`config.mk`:
```
export PLATFORM = sky130hd
export DESIGN_NAME = hazard_stall_ctrl
export DESIGN_NICKNAME = d
export VERILOG_FILES = /design/src/rtl/hazard_stall_ctrl.sv
export SDC_FILE = /design/constraint.sdc
export NUM_CORES = 1
export LEC_CHECK = 0
export CORE_MARGIN = 10
export CORE_UTILIZATION = 47
export CTS_CLUSTER_SIZE = 12
export DETAILED_ROUTE_END_ITERATION = 7
export MAX_ROUTING_LAYER = met4
export PLACE_DENSITY = 0.79
export REMOVE_ABC_BUFFERS = 1
export SETUP_SLACK_MARGIN = 0.1
export SKIP_CTS_REPAIR_TIMING = 1
export SYNTH_ARGS = -nofsm -noshare
export SYNTH_HDL_FRONTEND = slang
export SYNTH_SLANG_ARGS = --single-unit
```
`constraint.sdc`:
```
create_clock -name clk -period 3.26 [get_ports clk]
set_input_delay 0.652 -clock clk [delete_from_list [all_inputs] [get_ports clk]]
set_output_delay 0.652 -clock clk [all_outputs]
set_load 0.005 [all_outputs]
```
`src/rtl/hazard_stall_ctrl.sv`:
```
// -----------------------------------------------------------------------------
// hazard_stall_ctrl
//
// Purpose:
//   Hazard and stall controller for the five-stage MIPS pipeline with the
//   attached AES coprocessor. It works beside the forwarding unit and handles
//   the cases that forwarding cannot resolve:
//     - load-use hazards;
//     - branch or jump-register operands that are not yet produced.
//   It also runs the multi-cycle AES instruction through an
//   IDLE -> ISSUE -> WAIT -> DRAIN sequence, with a timeout on WAIT.
//
// Parameters:
//   AES_TIMEOUT  maximum number of WAIT cycles before the op is aborted (2..255)
//   CNT_W        width of the WAIT counter (2**CNT_W must exceed AES_TIMEOUT)
//
// Ports:
//   clk, reset                     clock, asynchronous active-high reset
//   IfIdRegRs/IfIdRegRt            source registers of the instruction in ID
//   IdExRegRt/IdExRegDst           load target / final destination in EX
//   IdExMemRead/IdExRegWrite       EX instruction is a load / writes a register
//   ExMemRegRd/ExMemMemRead        destination of MEM instruction / it is a load
//   Branch/JumpReg/AesReq          ID instruction class
//   AesDone                        coprocessor completion pulse
//   PCWrite/IfIdWrite/IdExFlush    pipeline hold and bubble controls
//   AesGo                          registered one-cycle start pulse
//   AesBusy                        AES sequence in ISSUE or WAIT
//   AesErr                         sticky timeout flag
//   StallCycles                    saturating count of stalled cycles
// -----------------------------------------------------------------------------
module hazard_stall_ctrl #(
   parameter int AES_TIMEOUT = 64,
   parameter int CNT_W       = 8
) (
   input  logic        clk,
   input  logic        reset,
   input  logic [4:0]  IfIdRegRs,
   input  logic [4:0]  IfIdRegRt,
   input  logic [4:0]  IdExRegRt,
   input  logic [4:0]  IdExRegDst,
   input  logic        IdExMemRead,
   input  logic        IdExRegWrite,
   input  logic [4:0]  ExMemRegRd,
   input  logic        ExMemMemRead,
   input  logic        Branch,
   input  logic        JumpReg,
   input  logic        AesReq,
   input  logic        AesDone,
   output logic        PCWrite,
   output logic        IfIdWrite,
   output logic        IdExFlush,
   output logic        AesGo,
   output logic        AesBusy,
   output logic        AesErr,
   output logic [15:0] StallCycles
);

   typedef enum logic [1:0] {
      IDLE  = 2'd0,
      ISSUE = 2'd1,
      WAIT  = 2'd2,
      DRAIN = 2'd3
   } aesState_t;

   // Counter value seen in the last permitted WAIT cycle.
   localparam logic [CNT_W-1:0] TIMEOUT_LAST = CNT_W'(AES_TIMEOUT - 1);

   aesState_t        stateReg, stateNext;
   logic [CNT_W-1:0] waitCntReg, waitCntNext;
   logic             aesGoReg, aesGoNext;
   logic             aesErrReg, aesErrNext;
   logic [15:0]      stallCntReg, stallCntNext;

   logic branchOrJr;
   logic exMatch, memMatch;
   logic loadUse, brEx, brMem, hz;
   logic aesStall, stall;

   // ---------------------------------------------------------------------------
   // Hazard detection. Register 0 is hard-wired, so it never creates a hazard.
   // A jump-register only reads rs; a branch compares rs and rt.
   // ---------------------------------------------------------------------------
   always_comb begin
      branchOrJr = Branch || JumpReg;
      exMatch    = (IdExRegDst == IfIdRegRs) || (Branch && (IdExRegDst == IfIdRegRt));
      memMatch   = (ExMemRegRd == IfIdRegRs) || (Branch && (ExMemRegRd == IfIdRegRt));

      loadUse = IdExMemRead && (IdExRegRt != 5'd0) &&
                ((IdExRegRt == IfIdRegRs) || (IdExRegRt == IfIdRegRt));
      // Operand still being computed in EX (ALU result or load address).
      brEx    = branchOrJr && IdExRegWrite && (IdExRegDst != 5'd0) && exMatch;
      // Load data not available until after MEM; forwarding cannot reach ID.
      brMem   = branchOrJr && ExMemMemRead && (ExMemRegRd != 5'd0) && memMatch;
      hz      = loadUse || brEx || brMem;

      // DRAIN deliberately contributes nothing so the AES op can leave ID.
      aesStall = (stateReg == ISSUE) || (stateReg == WAIT) ||
                 ((stateReg == IDLE) && AesReq);
      stall    = hz || aesStall;
   end

   assign PCWrite     = ~stall;
   assign IfIdWrite   = ~stall;
   assign IdExFlush   = stall;
   assign AesGo       = aesGoReg;
   assign AesBusy     = (stateReg == ISSUE) || (stateReg == WAIT);
   assign AesErr      = aesErrReg;
   assign StallCycles = stallCntReg;

   // ---------------------------------------------------------------------------
   // AES sequencing: next state, wait counter and error flag.
   // ---------------------------------------------------------------------------
   always_comb begin
      stateNext   = stateReg;
      waitCntNext = waitCntReg;
      aesErrNext  = aesErrReg;

      unique case (stateReg)
         IDLE: begin
            // Operands must be ready before the coprocessor is started.
            if (AesReq && !hz) begin
               stateNext = ISSUE;
            end
         end
         ISSUE: begin
            waitCntNext = '0;
            stateNext   = WAIT;
         end
         WAIT: begin
            waitCntNext = waitCntReg + CNT_W'(1);
            // A completion arriving in the timeout cycle wins; no error.
            if (AesDone) begin
               stateNext = DRAIN;
            end else if (waitCntReg == TIMEOUT_LAST) begin
               stateNext  = DRAIN;
               aesErrNext = 1'b1;
            end
         end
         DRAIN: begin
            // AesReq is ignored here: it still belongs to the op just finished.
            stateNext = IDLE;
         end
         default: begin
            stateNext = IDLE;
         end
      endcase

      // The start pulse is registered, so it lines up with the ISSUE cycle.
      aesGoNext = (stateNext == ISSUE) && (stateReg == IDLE);

      stallCntNext = stallCntReg;
      if (stall && (stallCntReg != 16'hFFFF)) begin
         stallCntNext = stallCntReg + 16'd1;
      end
   end

   always_ff @(posedge clk or posedge reset) begin
      if (reset) begin
         stateReg    <= IDLE;
         waitCntReg  <= '0;
         aesGoReg    <= 1'b0;
         aesErrReg   <= 1'b0;
         stallCntReg <= 16'd0;
      end else begin
         stateReg    <= stateNext;
         waitCntReg  <= waitCntNext;
         aesGoReg    <= aesGoNext;
         aesErrReg   <= aesErrNext;
         stallCntReg <= stallCntNext;
      end
   end

endmodule

```
==> results_dict.tcl <==
set metrics [dict create \
    max_clock_freq_mhz 341 \
    cts.path.max_buffers 2 \
    diodes 0 \
    min_period_ps 2940 \
    cp-start-kind "input port" \
    track_usage_pct 14.6 \
    gr-total-overflow 0 \
    final_common_cell "clkdlybuf4s50_1" \
    netlist_area_um2 1800 \
    switchingPower_w 0.000575 \
    outcome "complete, no violations" \
    dp.cells 305 \
    dr_wl_met3_um 241 \
    insertion_delay_ps 270 \
    rsz0062_at_grt "false" \
    period_share_pct 90.1 \
    num_rows 22 \
    cp_max_fo 3 \
    cap_violations 0 \
    maxSlewViolCount 0 \
    drtAntennaViolNets 0 \
    clock_sinks 28 \
    die_x_um 81.9 \
    grt_pass1_wl_mm 7.71 \
    p_leak_nw 1.12 \
    synth-seq-cells 28 \
    clock_power_share_pct 16.8 \
    die_h_um 81.9 \
    syn_to_final_growth_pct 40.9 \
    yosysUniqueCellTypes 29 \
    layout_common_cells "48 x clkdlybuf4s50_1, 33 x xnor2_1, 28 x dfrtp_1, 19 x a21oi_1, 18 x nand2_1" \
    drt_first_pass_iters 4 \
    comb_power_share_pct 49.7 \
    ys_seq_area_share_pct 38.9 \
    die_area_um2 6710 \
    final_layout_size_suffix_gt1_share_pct 7.66 \
    antenna_found_initial 0 \
    critPathTopFamily "buffers and inverters" \
    routed_wl_mm 4.73 \
    hold_class "reg2reg" \
    top_layer_used "met4" \
    crit_arrival_ps 2280 \
    relSlewSlack_pct 57.4 \
    cp_slowest_cell "clkdlybuf4s50_1" \
    required_ps 2610 \
    wl_per_cell_um 15.3 \
    io_pins 56 \
    dp_hpwl_mm 3.85 \
    path_cells "clkdlybuf4s50_1, xnor2_1, nand3_1, o22ai_1, a222oi_1, buf_4, nand2_2, inv_2, buf_6" \
    setup_viol 0 \
    pwr_density_cell_nw_per_um2 622 \
    worstSetupEndpointType "output pin" \
    worst_ir_drop_vdd_uv 599 \
    layout.nets 300 \
    cts_tree "done" \
    initialDrtViolationCount 137 \
    path_clk_slew_ps 90 \
    critical_path_class "in2out" \
    yosysWarnings 0 \
    grt_max_degree 29 \
    finClkSkew_ps 2.92 \
    via_count 1647 \
    syn_avg_cell_area_um2 9.06 \
    timing.final.hold_violations 0 \
    h-tree-depth 1 \
    place.gp.congestion 0.903 \
    drc 0 \
    path_buf_inv 4 \
    met1Wirelength_mm 2.00 \
    internal_power_w 0.00101 \
    clock-root-buffer "clkbuf_8" \
    slowest_delay_ps 510 \
    drt-vias-per-instance 5.33 \
    holdWs_ps 479 \
    grt_pass1_vias 1609 \
    synth_cells 199 \
    core_um2 3690 \
    initial_core_util_pct 48.9 \
    worstMarginPinSlew_ps 623 \
    finalNonFillerCells 309 \
    fillers 308 \
    switching_share_pct 36.4 \
    cts_buffers 3 \
    route.met2.wl_mm 2.48 \
    p_seq_share_pct 33.5 \
    io_buffer_count 55 \
]
-- synth_stat cells --
library cell | number | area share, %
a2111oi_0 | 3 | 1.5
nand3_1 | 14 | 3.9
buf_4 | 2 | 0.83
dfrtp_1 | 28 | 39
o31ai_1 | 2 | 0.83
mux2i_1 | 1 | 0.56
or3_1 | 1 | 0.35
nor3b_1 | 1 | 0.42
o21a_1 | 1 | 0.42
nor3_1 | 3 | 0.83
and3_1 | 5 | 1.7
o22ai_1 | 4 | 1.4
a222oi_1 | 1 | 0.56
inv_1 | 10 | 2.1
nor2b_1 | 2 | 0.69
clkbuf_1 | 4 | 0.83
nor2_1 | 7 | 1.5
ha_1 | 4 | 2.8
nand2_1 | 19 | 4.0
mux2_2 | 2 | 1.2
or4_1 | 1 | 0.42
nand2b_1 | 1 | 0.35
a31o_2 | 1 | 0.49
xor2_1 | 13 | 6.3
and4_1 | 3 | 1.5
nand4_1 | 9 | 3.1
a21oi_1 | 19 | 5.3
o21ai_0 | 5 | 1.4
xnor2_1 | 33 | 16
-- registers in the layout, indices dropped and copies added, names as in the netlist --
signal / count
AesErr: 1
AesGo: 1
StallCycles: 16
stateReg: 2
waitCntReg: 8
-- routing by layer --
layer | up-vias | track usage, %
met3 | 2 | 2.40
met2 | 50 | 26.0
met1 | 772 | 17.3
li1 | 823 | -
met5 | - | -
met4 | 0 | 1.87
-- through the flow --
| stage | TNS (ps) | util (%) | worst slack, ps | cell area, um^2 | total power, W |
|---|---|---|---|---|---|
| floorplan | -422 | - | -194 | 1770 | 0.000898 |
| global placement | -854 | 66.5 | -323 | 2450 | 0.00129 |
| detailed placement | -984 | 66.5 | -377 | 2450 | 0.00132 |
| CTS | -985 | 68.4 | -377 | 2520 | 0.00159 |
| global route | 0 | 68.9 | 205 | 2540 | 0.00171 |
| finish | 0 | 68.9 | 323 | 2540 | 0.00158 |
-- final cells by class --
class	count	area [um^2]	share of cell area, %
well taps	48	60.1	2.36
multi-input cells	155	1040	40.8
inverters	10	37.5	1.48
flip-flops and latches	28	701	27.6
repair buffers	64	633	24.9
clock inverters	1	30.0	1.18
clock buffers	3	41.3	1.63
-- path summary, 6_finish.rpt --
kind | slack [ps] | to | depth (start not counted) | from
hold / removal | 480 | AesErr$_DFFE_PP0P_ | 1 | AesErr$_DFFE_PP0P_
min in group asynchronous | 730 | waitCntReg[1]$_DFFE_PP0P_ | 3 | reset
max in group asynchronous | 2280 | StallCycles[4]$_DFFE_PP0P_ | 3 | reset
setup / recovery | 320 | IfIdWrite | 9 | IfIdRegRt[4]
setup reg to reg | 890 | StallCycles[8]$_DFFE_PP0P_ | 7 | StallCycles[1]$_DFFE_PP0P_
hold reg to reg | 480 | AesErr$_DFFE_PP0P_ | 1 | AesErr$_DFFE_PP0P_
-- power groups by stage --
stage	clock network, W	logic (W)	registers (W)
global route	0.000289	0.000872	0.000546
floorplan	0	0.000381	0.000517
global placement	0	0.000760	0.000528
CTS	0.000274	0.000786	0.000528
finish	0.000266	0.000786	0.000529
detailed placement	0	0.000782	0.000534
-- kinds of logic after synthesis --
group,synth area share (%)
and+or+nand+nor,18.7
xor gates and xnor gates,22.3
AOI/OAI and AO/OA,11.8
DFF,38.9
buffers and inverters,3.75
adders and majority gates,2.78
muxes,1.80
Note: power is estimated with default switching activity, not from simulation.
